### src/rtl/uop_sequencer_pkg.sv
// Shared types and default configuration for the uop sequencer.
// Contents:
//   Def*         default configuration constants
//   seq_state_e  sequencer FSM state
//   uop_bundle_t one queued bundle at the default configuration
package uop_sequencer_pkg;

  localparam int unsigned DefFetchWidth = 2;
  localparam int unsigned DefInstrBits  = 32;
  localparam int unsigned DefUopBufSize = 64;
  localparam int unsigned DefQueueDepth = 4;
  localparam int unsigned DefAddrBits   = $clog2(DefUopBufSize);

  typedef enum logic [1:0] {
    StIdle,
    StRun,
    StDrain
  } seq_state_e;

  typedef struct packed {
    logic [DefFetchWidth-1:0]                   lane_valid;
    logic [DefFetchWidth-1:0][DefInstrBits-1:0] instr;
    logic [DefAddrBits-1:0]                     pc;
  } uop_bundle_t;

endpackage

### src/rtl/uop_sequencer_bundle_fifo.sv
// Circular bundle FIFO with head/tail pointers and an explicit occupancy count.
// Ports:
//   i_clk, i_reset  clock, synchronous active-high reset
//   i_push, i_data  write one entry (dropped when full and not popping)
//   i_pop           remove head entry (ignored when empty)
//   i_flush         empty the FIFO; overrides same-cycle push and pop
//   o_data, o_valid head entry (zero when empty) and non-empty flag
//   o_count         occupied entries
module uop_bundle_fifo #(
  parameter int unsigned Width = 8,
  parameter int unsigned Depth = 4
) (
  input  logic                   i_clk,
  input  logic                   i_reset,
  input  logic                   i_push,
  input  logic                   i_pop,
  input  logic                   i_flush,
  input  logic [Width-1:0]       i_data,
  output logic [Width-1:0]       o_data,
  output logic                   o_valid,
  output logic [$clog2(Depth):0] o_count
);

  localparam int unsigned PtrBits = $clog2(Depth);
  localparam int unsigned CntBits = PtrBits + 1;

  logic [Width-1:0]   r_mem [Depth];
  logic [PtrBits-1:0] r_head, r_tail;
  logic [CntBits-1:0] r_count, w_count_next;
  logic               w_pop_eff, w_push_eff;

  assign w_pop_eff  = i_pop && (r_count != '0);
  assign w_push_eff = i_push && ((r_count != CntBits'(Depth)) || w_pop_eff);

  always_comb begin
    w_count_next = r_count;
    unique case ({w_push_eff, w_pop_eff})
      2'b10:   w_count_next = r_count + 1'b1;
      2'b01:   w_count_next = r_count - 1'b1;
      default: w_count_next = r_count;
    endcase
  end

  always_ff @(posedge i_clk) begin
    if (i_reset || i_flush) begin
      r_head  <= '0;
      r_tail  <= '0;
      r_count <= '0;
    end else begin
      if (w_push_eff) r_tail <= r_tail + 1'b1;
      if (w_pop_eff)  r_head <= r_head + 1'b1;
      r_count <= w_count_next;
    end
  end

  // Storage needs no reset: the head is masked to zero while the FIFO is empty.
  always_ff @(posedge i_clk) begin
    if (w_push_eff && !i_flush) r_mem[r_tail] <= i_data;
  end

  assign o_valid = (r_count != '0);
  assign o_data  = o_valid ? r_mem[r_head] : '0;
  assign o_count = r_count;

endmodule

### src/rtl/uop_sequencer.sv
// Microcode fetch front end: sequences FETCH_WIDTH-wide uop bundles from the
// uop buffer starting at i_start_addr until a lane flags end-of-sequence, and
// hands them to decode through a flushable bundle queue.
// Ports:
//   i_clk, i_reset                     clock, synchronous active-high reset
//   i_start, i_start_addr              begin a sequence (idle only)
//   i_clear                            abort sequence, flush queue
//   i_redirect, i_redirect_addr        jump while busy, flush queue
//   o_uop_addr, i_uop_data, i_uop_last buffer read port (lane 0 address)
//   i_next_stalled                     decode back-pressure
//   o_out_*                            queue head bundle
//   o_queue_count, o_busy              status
//   o_perf_stall_cycles, o_perf_bundles counters, present only when the
//                                      UOP_SEQ_PERF_EN macro is defined
module uop_sequencer
  import uop_sequencer_pkg::*;
#(
  parameter int unsigned FETCH_WIDTH  = DefFetchWidth,
  parameter int unsigned INSTR_BITS   = DefInstrBits,
  parameter int unsigned UOP_BUF_SIZE = DefUopBufSize,
  parameter int unsigned QUEUE_DEPTH  = DefQueueDepth
) (
  input  logic                              i_clk,
  input  logic                              i_reset,
  input  logic                              i_start,
  input  logic [$clog2(UOP_BUF_SIZE)-1:0]   i_start_addr,
  input  logic                              i_clear,
  input  logic                              i_redirect,
  input  logic [$clog2(UOP_BUF_SIZE)-1:0]   i_redirect_addr,
  output logic [$clog2(UOP_BUF_SIZE)-1:0]   o_uop_addr,
  input  logic [FETCH_WIDTH*INSTR_BITS-1:0] i_uop_data,
  input  logic [FETCH_WIDTH-1:0]            i_uop_last,
  input  logic                              i_next_stalled,
  output logic                              o_out_valid,
  output logic [FETCH_WIDTH-1:0]            o_out_lane_valid,
  output logic [FETCH_WIDTH*INSTR_BITS-1:0] o_out_instr,
  output logic [$clog2(UOP_BUF_SIZE)-1:0]   o_out_pc,
  output logic [$clog2(QUEUE_DEPTH):0]      o_queue_count,
  output logic                              o_busy,
  output logic [31:0]                       o_perf_stall_cycles,
  output logic [31:0]                       o_perf_bundles
);

  localparam int unsigned ADDR_BITS  = $clog2(UOP_BUF_SIZE);
  localparam int unsigned CNT_BITS   = $clog2(QUEUE_DEPTH) + 1;
  localparam int unsigned DATA_BITS  = FETCH_WIDTH * INSTR_BITS;
  localparam int unsigned ENTRY_BITS = FETCH_WIDTH + DATA_BITS + ADDR_BITS;

  seq_state_e             r_state, w_state_next;
  logic [ADDR_BITS-1:0]   r_pc, w_pc_next;

  logic [CNT_BITS-1:0]    w_count;
  logic                   w_head_valid;
  logic [ENTRY_BITS-1:0]  w_head, w_push_data;
  logic                   w_pop, w_can_accept, w_fetch, w_any_last;
  logic                   w_redirect_take, w_flush;
  logic [FETCH_WIDTH-1:0] w_mask;
  logic                   w_seen_last;

  assign w_pop           = w_head_valid && !i_next_stalled;
  // A full queue can still take a bundle when the head leaves this cycle.
  assign w_can_accept    = (w_count < CNT_BITS'(QUEUE_DEPTH)) || w_pop;
  assign w_any_last      = |i_uop_last;
  assign w_redirect_take = i_redirect && (r_state != StIdle);
  assign w_flush         = i_clear || w_redirect_take;

  // Lanes up to and including the lowest flagged end-of-sequence lane.
  always_comb begin
    w_seen_last = 1'b0;
    w_mask      = '0;
    for (int i = 0; i < FETCH_WIDTH; i++) begin
      w_mask[i]   = !w_seen_last;
      w_seen_last = w_seen_last | i_uop_last[i];
    end
  end

  // State register
  always_ff @(posedge i_clk) begin
    if (i_reset) begin
      r_state <= StIdle;
      r_pc    <= '0;
    end else begin
      r_state <= w_state_next;
      r_pc    <= w_pc_next;
    end
  end

  // Next-state logic
  always_comb begin
    w_state_next = r_state;
    w_pc_next    = r_pc;
    if (i_clear) begin
      w_state_next = StIdle;
    end else if (w_redirect_take) begin
      w_state_next = StRun;
      w_pc_next    = i_redirect_addr;
    end else begin
      case (r_state)
        StIdle: begin
          if (i_start) begin
            w_state_next = StRun;
            w_pc_next    = i_start_addr;
          end
        end
        StRun: begin
          if (w_fetch) begin
            if (w_any_last) w_state_next = StDrain;
            else            w_pc_next    = r_pc + ADDR_BITS'(FETCH_WIDTH);
          end
        end
        StDrain: begin
          if ((w_count == '0) || ((w_count == CNT_BITS'(1)) && w_pop)) w_state_next = StIdle;
        end
        default: w_state_next = StIdle;
      endcase
    end
  end

  // Output logic
  always_comb begin
    w_fetch    = (r_state == StRun) && w_can_accept;
    o_busy     = (r_state != StIdle);
    o_uop_addr = r_pc;
  end

  assign w_push_data = {w_mask, i_uop_data, r_pc};

  uop_bundle_fifo #(
    .Width (ENTRY_BITS),
    .Depth (QUEUE_DEPTH)
  ) u_fifo (
    .i_clk   (i_clk),
    .i_reset (i_reset),
    .i_push  (w_fetch),
    .i_pop   (w_pop),
    .i_flush (w_flush),
    .i_data  (w_push_data),
    .o_data  (w_head),
    .o_valid (w_head_valid),
    .o_count (w_count)
  );

  assign o_out_valid      = w_head_valid;
  assign o_out_lane_valid = w_head[ENTRY_BITS-1 -: FETCH_WIDTH];
  assign o_out_instr      = w_head[ADDR_BITS +: DATA_BITS];
  assign o_out_pc         = w_head[ADDR_BITS-1:0];
  assign o_queue_count    = w_count;

`ifdef UOP_SEQ_PERF_EN
  logic [31:0] r_perf_stall, r_perf_bundles;

  always_ff @(posedge i_clk) begin
    if (i_reset) begin
      r_perf_stall   <= '0;
      r_perf_bundles <= '0;
    end else begin
      if ((r_state == StRun) && !w_can_accept && (r_perf_stall != '1)) begin
        r_perf_stall <= r_perf_stall + 1'b1;
      end
      if (w_pop && (r_perf_bundles != '1)) r_perf_bundles <= r_perf_bundles + 1'b1;
    end
  end

  assign o_perf_stall_cycles = r_perf_stall;
  assign o_perf_bundles      = r_perf_bundles;
`else
  assign o_perf_stall_cycles = '0;
  assign o_perf_bundles      = '0;
`endif

endmodule
### config.mk
export PLATFORM = sky130hd
export DESIGN_NAME = uop_sequencer
export DESIGN_NICKNAME = d
export VERILOG_FILES = /design/src/rtl/uop_sequencer_pkg.sv /design/src/rtl/uop_sequencer_bundle_fifo.sv /design/src/rtl/uop_sequencer.sv
export SDC_FILE = /design/constraint.sdc
export NUM_CORES = 1
export LEC_CHECK = 0
export CAP_MARGIN = 25
export CORE_MARGIN = 2
export CORE_UTILIZATION = 50
export CTS_CLUSTER_DIAMETER = 40
export DETAILED_ROUTE_END_ITERATION = 8
export PLACE_DENSITY = 0.77
export SETUP_SLACK_MARGIN = 0.4
export SYNTH_ARGS = -nofsm -noshare
export SYNTH_HDL_FRONTEND = slang
export SYNTH_SLANG_ARGS = --single-unit
### constraint.sdc
create_clock -name i_clk -period 4.3 [get_ports i_clk]
set_input_delay 0.86 -clock i_clk [delete_from_list [all_inputs] [get_ports i_clk]]
set_output_delay 0.86 -clock i_clk [all_outputs]
set_load 0.01 [all_outputs]
# == Yosys cells after proc, flatten, opt, wreduce, memory -nomap -nowiden ==
# Memory sizes are Yosys's and may differ from the RTL's. A register that Yosys moved wholly into a read port is not among the register bits.
# Cells that the tools add are included.
# op_classes
eq_ne,15
n_lt_le_gt_ge,1
n_mux,17
bitwise,1
reduce_logical,27
addsub,5
# ops
operator,n
two-way mux 72 bit,1
two-way mux 6 bit,4
!= test 3 bit (second input constant),5
two-way mux 2 bit,6
one-hot mux 6 bit (2 select lines),1
AND reduction 4 bit,2
logical AND 1 bit,7
adder 6 x 2 -> 6 bit (second input constant),1
!= test 2 bit (second input constant),3
one-hot mux 2 bit (3 select lines),1
one-hot mux 3 bit (2 select lines),1
nonzero test 3 bit,2
logical OR 1 bit,5
AND reduction 5 bit,1
adder 2 x 1 -> 2 bit (second input constant),2
== test 2 x 1 -> 1 bit (second input constant),2
== test 2 bit (second input constant),2
nonzero test 2 bit,2
OR reduction 2 bit,2
adder 3 x 1 -> 3 bit (second input constant),1
== test 3 x 1 -> 1 bit (second input constant),1
zero test 1 bit,3
zero test 3 bit,1
less-than comparator 3 bit (second input constant),1
other kinds (7),9
# word_totals
in_bits,84
elab_cells,73
memories,1
regBits,15
ram_bits,284
out_inout_bits,147
# mem_list
memory,words,word_bits,read_ports,rd_clocked_by_memory_dff,wr,line_no,text
u_fifo.r_mem,4,71,1,1,1,uop_sequencer_bundle_fifo.sv:27,logic [Width-1:0] r_mem [Depth];

# == Depth between registers and ports, before layout ==
# Gate-level depths: netlist of the first run.
# logic_depth
word_depth,8
depth_mapped,9
ltp_nobuf,8

# == Cells and area by module ==
# A second synthesis of the first run with hierarchy kept.
# unflattened
cells_unflattened,670
hier_area_um2,12697.2
# modules_own_cells
mod,cells_each,seq_area_each_um2,area_per_inst_um2,n_inst
uop_bundle_fifo,524,8828.5,11543.6,1
uop_sequencer,146,160.2,1153.6,1

# == Worst setup path before layout of the first run ==
# OpenSTA, ideal clock, no wires.
# synth_path
path_kind,input to register
from,input port i_redirect
to,memory u_fifo.r_mem[0][0] in the netlist's numbering (enable)
path_buffers,0
path_stages,3
required_ns,3.863
slack_ns,0.828
arrival_ns,3.035
setup_ns,0.437
cell_sequence,nor3b_2 > and3b_2 > and2_1
# synth_between
elab_chain_cells,6
# synth_rtl
item,line_no,text
from (decl),uop_sequencer.sv:28,"input logic i_redirect,"
logical AND 1 bit,uop_sequencer.sv:64,assign w_redirect_take = i_redirect && (r_state != StIdle);
logical OR 1 bit,uop_sequencer.sv:65,assign w_flush = i_clear || w_redirect_take;
zero test 1 bit,uop_sequencer_bundle_fifo.sv:58,if (w_push_eff && !i_flush) r_mem[r_tail] <= i_data;
logical AND 1 bit,uop_sequencer_bundle_fifo.sv:58,
two-way mux 1 bit,uop_sequencer_bundle_fifo.sv:58,
two-way mux 1 bit (not written as such),uop_sequencer_bundle_fifo.sv:58,
to (decl),uop_sequencer_bundle_fifo.sv:27,
# Every way passes these cells.

==> results of run 1 <==
## flip-flops by register name, summed over array words and instances (netlist names), named ones only
register	flops
o_uop_addr	6
u_fifo.r_tail	2
u_fifo.o_count	3
u_fifo.r_head	2
r_state	2
u_fifo.r_mem	284
## timing repair
item / CTS / global route
setup endpoints to repair: 0 / 3
resized for setup: 0 / 1
buffers inserted: 0 / 0
## cells by family (layout without fill, tap and decap cells)
| kind of cell | after synthesis | in the layout | share of synthesized area (%) |
|---|---|---|---|
| compound gates | 31 | 31 | 1.84 |
| xor+xnor | 8 | 8 | 0.570 |
| fa+ha+maj | 10 | 10 | 1.02 |
| buf+inv | 105 | 246 | 5.53 |
| flops | 301 | 301 | 72.1 |
| mux | 74 | 74 | 13.3 |
| other cells | 1 | 64 | 0.0305 |
| simple gates | 116 | 116 | 5.67 |
## metrics by stage
step	power, mW	cells	instance area (um2)
3_5_place_dp	3.64	1114	14200
3_3_place_gp	3.64	1114	14200
5_1_grt	6.51	1174	15200
2_1_floorplan	3.49	709	12500
6_report	6.29	1174	15200
4_1_cts	6.35	1174	15200
## cell usage in the layout, fill, tap and decap left out, types with 3 or more instances in the layout
master           count
and2_4               6
buf_4                6
a311oi_1             4
clkinvlp_4           3
buf_12               7
clkinv_2             4
and2_1              72
mux4_2              71
edfxtp_1           284
inv_6                4
a21oi_1              9
dfxtp_1             15
nand2_1              8
clkinv_1             4
ha_1                10
nor3_1               3
conb_1              64
inv_1                7
xor2_1               6
clkbuf_16           35
nor2_1               9
clkdlybuf4s50_1    166
o21ai_0              6
clkbuf_1             8
nand3_1              4
## power by group through the flow
| stage | Sequential, mW | Combinational [mW] | Clock [mW] |
|---|---|---|---|
| 2_1_floorplan | 3.30 | 0.196 | 0 |
| 3_3_place_gp | 3.30 | 0.337 | 0 |
| 3_5_place_dp | 3.30 | 0.341 | 0 |
| 4_1_cts | 3.24 | 0.343 | 2.76 |
| 5_1_grt | 3.24 | 0.371 | 2.90 |
| 6_report | 3.24 | 0.341 | 2.71 |
## per-layer routing
layer	global-route usage, %	vias to the layer above	routed length [um]
met1	24.4	2959	9610
met2	27.8	227	10600
met4	3.98	0	353
met3	4.78	32	1690
met5	0	-	0
li1	-	2746	-
## final cells by class
type / instances / area (um2) / area share [%]
multi-input cells: 303 / 3010 / 19.8
clock buffers: 43 / 906 / 5.95
flip-flops and latches: 301 / 8880 / 58.3
clock inverters: 17 / 153 / 1.00
inverters: 7 / 26.3 / 0.173
well taps: 324 / 405 / 2.66
repair buffers: 179 / 1850 / 12.1
## final timing paths
check | cells past startpoint | endpoint
worst max-delay path | 4 | o_out_pc[0]
worst min-delay path | 2 | u_fifo.r_tail[1]
worst max register to register | 4 | u_fifo.r_mem[1][32]
worst min register to register | 2 | u_fifo.r_tail[1]
## worst max-delay path: stages, from the launching register on
cell and delay [ps]:
dfxtp_4 720, buf_12 270, mux4_2 560, and2_1 180, clkdlybuf4s50_1 480
==> results.yml, run 1 <==
setup_path:
  cp_data_arrival_time_ps: 2740
  worstSetupPathType: "reg -> out"
  rrSetupSlack_ps: 2020
  end_kind: "output pin"
  r2r_start: "r_state[0]"
  start_kind: "flop"
  required_ps: 3440
  cp_max_fo: 27
global_route:
  grt_overflow: 0
  grt.total_usage_pct: 17.4
  grt_max_degree: 46
  antenna_found_initial: 0
  grt_pass1_vias: 6105
  grt_pass1_wl_mm: 34.4
placement:
  portBuffers: 166
  post-dp-hpwl_mm: 14.0
  place_congestion: 0.798
  place_ws_ps: 1070
yosys:
  avgSynthCellArea_um2: 19.0
  synth_flop_cell: "edfxtp_1"
  syn_area_um2: 12300
  synthDominantAreaCellType: "edfxtp_1"
  async_reset_ff_share_pct: 0
  synth_cells: 646
  synth_edf_count: 284
  synth_most_common_cell: "edfxtp_1"
  ys_types: 44
  seq_area_frac_synth_pct: 72.1
  synth_top_area_share_pct: 69.3
  synth_common_cells: "edfxtp_1 (284), and2_1 (76), buf_4 (71), mux4_2 (71), dfxtp_1 (17)"
  synth.area.top_cells: "edfxtp_1 (69%), mux4_2 (13%), buf_4 (4.3%)"
  yosysWarnings: 0
  synth-seq-cells: 301
route:
  ant_nets: 0
  vias: 5964
  drt-initial-drc-count: 301
  wire_per_inst_um: 18.9
  drc: 0
  totalWireLength_mm: 22.2
  via_per_inst: 5.08
  dr.pass1.iters: 4
pwr:
  seqPwrFrac_pct: 51.5
  power_switching_mw: 1.26
  p_per_area_nw_per_um2: 413
  p_sw_share_pct: 20.0
  peakVddDrop_mv: 0.222
  power.share.clock_pct: 43.1
  p_comb_share_pct: 5.4
  power.internal_mw: 5.03
  p_leak_nw: 4.99
clocking:
  insertion_delay_ps: 490
  cts_tree: "done"
  postCtsHoldBufs: 0
  clk_pin_slew_ps: 50
  cts-htree-levels: 2
  cts_num_sinks: 301
  numCtsBuffers: 35
  root_buffer: "clkbuf_16"
  clockBufferDepth: 3
floorplan:
  rows: 57
  die_x_um: 161
  initial_core_util_pct: 50.7
  coreArea_um2: 24200
  ioPinCount: 231
  die_h_um: 161
  dieArea_um2: 25900
sta:
  fin_crit_sh_pct: 83.6
  slew_headroom_pct: 60.5
  period_needed_ps: 3600
  tightest_slew_ps: 592
  hold_ws_ps: 497
  max_freq_ghz: 0.278
  skew_ps: 14.9
  fin_ws_ps: 703
  finalHoldViolCount: 0
  grt_setup_unrepaired: "false"
  setup_violations: 0
  finalMaxSlewViolations: 0
  tns_ps: 0
finish:
  diodes: 0
  drive_gt1_share_pct: 17.6
  area.growth.synth_to_final_pct: 23.7
  nets: 921
  final_util_pct: 62.8
  fillers: 1718
hold_path:
  min_from: "u_fifo.r_tail[1]"
  hp-class: "reg -> reg"
flow_run:
  cap_violations: 0
status:
  outcome: "completed"
Power figures use the tool's default switching activity.
==> run 2, diff against run 1 <==
==> constraint.sdc (replaced) <==
create_clock -name i_clk -period 3.57 [get_ports i_clk]
set_input_delay 0.714 -clock i_clk [delete_from_list [all_inputs] [get_ports i_clk]]
set_output_delay 0.714 -clock i_clk [all_outputs]
set_load 0.01 [all_outputs]
==> results.yml, run 2 (synthesized netlist as in run 1, its figures left out) <==
pwr:
  p_per_area_nw_per_um2: 513
  power.share.clock_pct: 45.8
  p_comb_share_pct: 5.5
  peakVddDrop_mv: 0.333
  power.internal_mw: 6.35
  seqPwrFrac_pct: 48.7
  p_sw_share_pct: 20.7
  p_leak_nw: 5.19
  power_switching_mw: 1.66
route:
  wire_per_inst_um: 19.8
  drc: 0
  via_per_inst: 5.15
  ant_nets: 0
  dr.pass1.iters: 4
  totalWireLength_mm: 23.6
  drt-initial-drc-count: 445
  vias: 6143
floorplan:
  dieArea_um2: 25900
  rows: 57
  die_x_um: 161
  coreArea_um2: 24200
  initial_core_util_pct: 50.7
  ioPinCount: 231
  die_h_um: 161
setup_path:
  cp_data_arrival_time_ps: 2400
  required_ps: 2860
  cp_max_fo: 25
  rrSetupSlack_ps: 1470
  end_kind: "output pin"
  start_kind: "flop"
  worstSetupPathType: "reg -> out"
hold_path:
  hp-class: "reg -> reg"
placement:
  portBuffers: 166
  place_area_um2: 14200
  post-dp-hpwl_mm: 14.0
  place_congestion: 0.742
  place_inst: 1116
clocking:
  cts_tree: "done"
  insertion_delay_ps: 510
  postCtsHoldBufs: 0
  numCtsBuffers: 36
  cts-htree-levels: 2
  root_buffer: "clkbuf_16"
  clk_pin_slew_ps: 60
  cts_num_sinks: 301
  clockBufferDepth: 3
global_route:
  grt_pass1_wl_mm: 36.0
  grt.total_usage_pct: 18.3
  grt_pass1_vias: 6227
  grt_max_degree: 51
  grt_overflow: 0
  antenna_found_initial: 3
sta:
  max_freq_ghz: 0.321
  hold_ws_ps: 502
  finalMaxSlewViolations: 0
  fin_crit_sh_pct: 87.3
  skew_ps: 16.8
  setup_violations: 0
  finalHoldViolCount: 0
  period_needed_ps: 3120
  tightest_slew_ps: 500
  grt_setup_unrepaired: "true"
  tns_ps: 0
  slew_headroom_pct: 66.6
finish:
  fin_area_um2: 15600
  drive_gt1_share_pct: 20.1
  nets: 931
  largest-register: "u_fifo.r_mem"
  mostFrequentLayoutCell: "edfxtp_1"
  largest_register_ffs: 284
  layout_common_cells: "edfxtp_1 (284), clkdlybuf4s50_1 (165), and2_1 (72), mux4_2 (71), conb_1 (64)"
  fin_cells: 1192
  area.growth.synth_to_final_pct: 26.9
flow_run:
  cap_violations: 0
status:
  outcome: "completed"
[run 2: area by class of cell]
class,count,area (um2)
diodes,3,7.51
clock buffers,40,937
clock inverters,26,288
fillers,1654,8630
inverters,7,26.3
multi-input cells,303,3010
flip-flops and latches,301,8880
well taps,324,405
repair buffers,188,2060
[run 2: what timing repair did]
action / CTS / global route
pin swaps: 0 / 0
gates resized for setup: 3 / 3
buffers inserted: 4 / 1
endpoints found under the setup margin: 68 / 58
gates cloned: 2 / 0
[run 2: metrics by stage]
step | worst slack, ps | power, mW | utilization (%)
3_3_place_gp | 743 | 4.39 | 58.6
6_report | 452 | 8.00 | 64.4
5_1_grt | 347 | 8.27 | 64.4
2_1_floorplan | 1020 | 4.20 | -
3_5_place_dp | 726 | 4.39 | 58.6
4_1_cts | 425 | 8.07 | 64.2
[run 2: per-layer routing]
layer	global-route usage, %	part of all wire [%]	vias to the layer above
li1	-	-	2771
met2	30.2	50	225
met5	0	0	-
met3	4.47	6.5	25
met1	24.8	42	3122
met4	4.83	1.3	0
[run 2: power groups by stage]
stage	sequential (mW)	clock [mW]	combinational, mW
floorplan	3.97	0	0.236
global placement	3.97	0	0.412
detailed placement	3.97	0	0.417
CTS	3.90	3.72	0.443
global route	3.90	3.89	0.479
finish	3.90	3.66	0.442
[run 2: worst paths after layout]
kind | depth (start not counted) | start | end
setup / recovery | 4 | flop | o_out_lane_valid[1]
hold / removal | 2 | u_fifo.r_tail[1] | u_fifo.r_tail[1]
setup reg to reg | 4 | r_state[0] | u_fifo.r_mem[1][63]
hold reg to reg | 2 | u_fifo.r_tail[1] | u_fifo.r_tail[1]
[run 2: critical path, stage by stage, from the launching register on]
cell             delay, ps
dfxtp_4                420
buf_16                 240
mux4_2                 520
and2_1                 210
clkdlybuf4s50_1        490
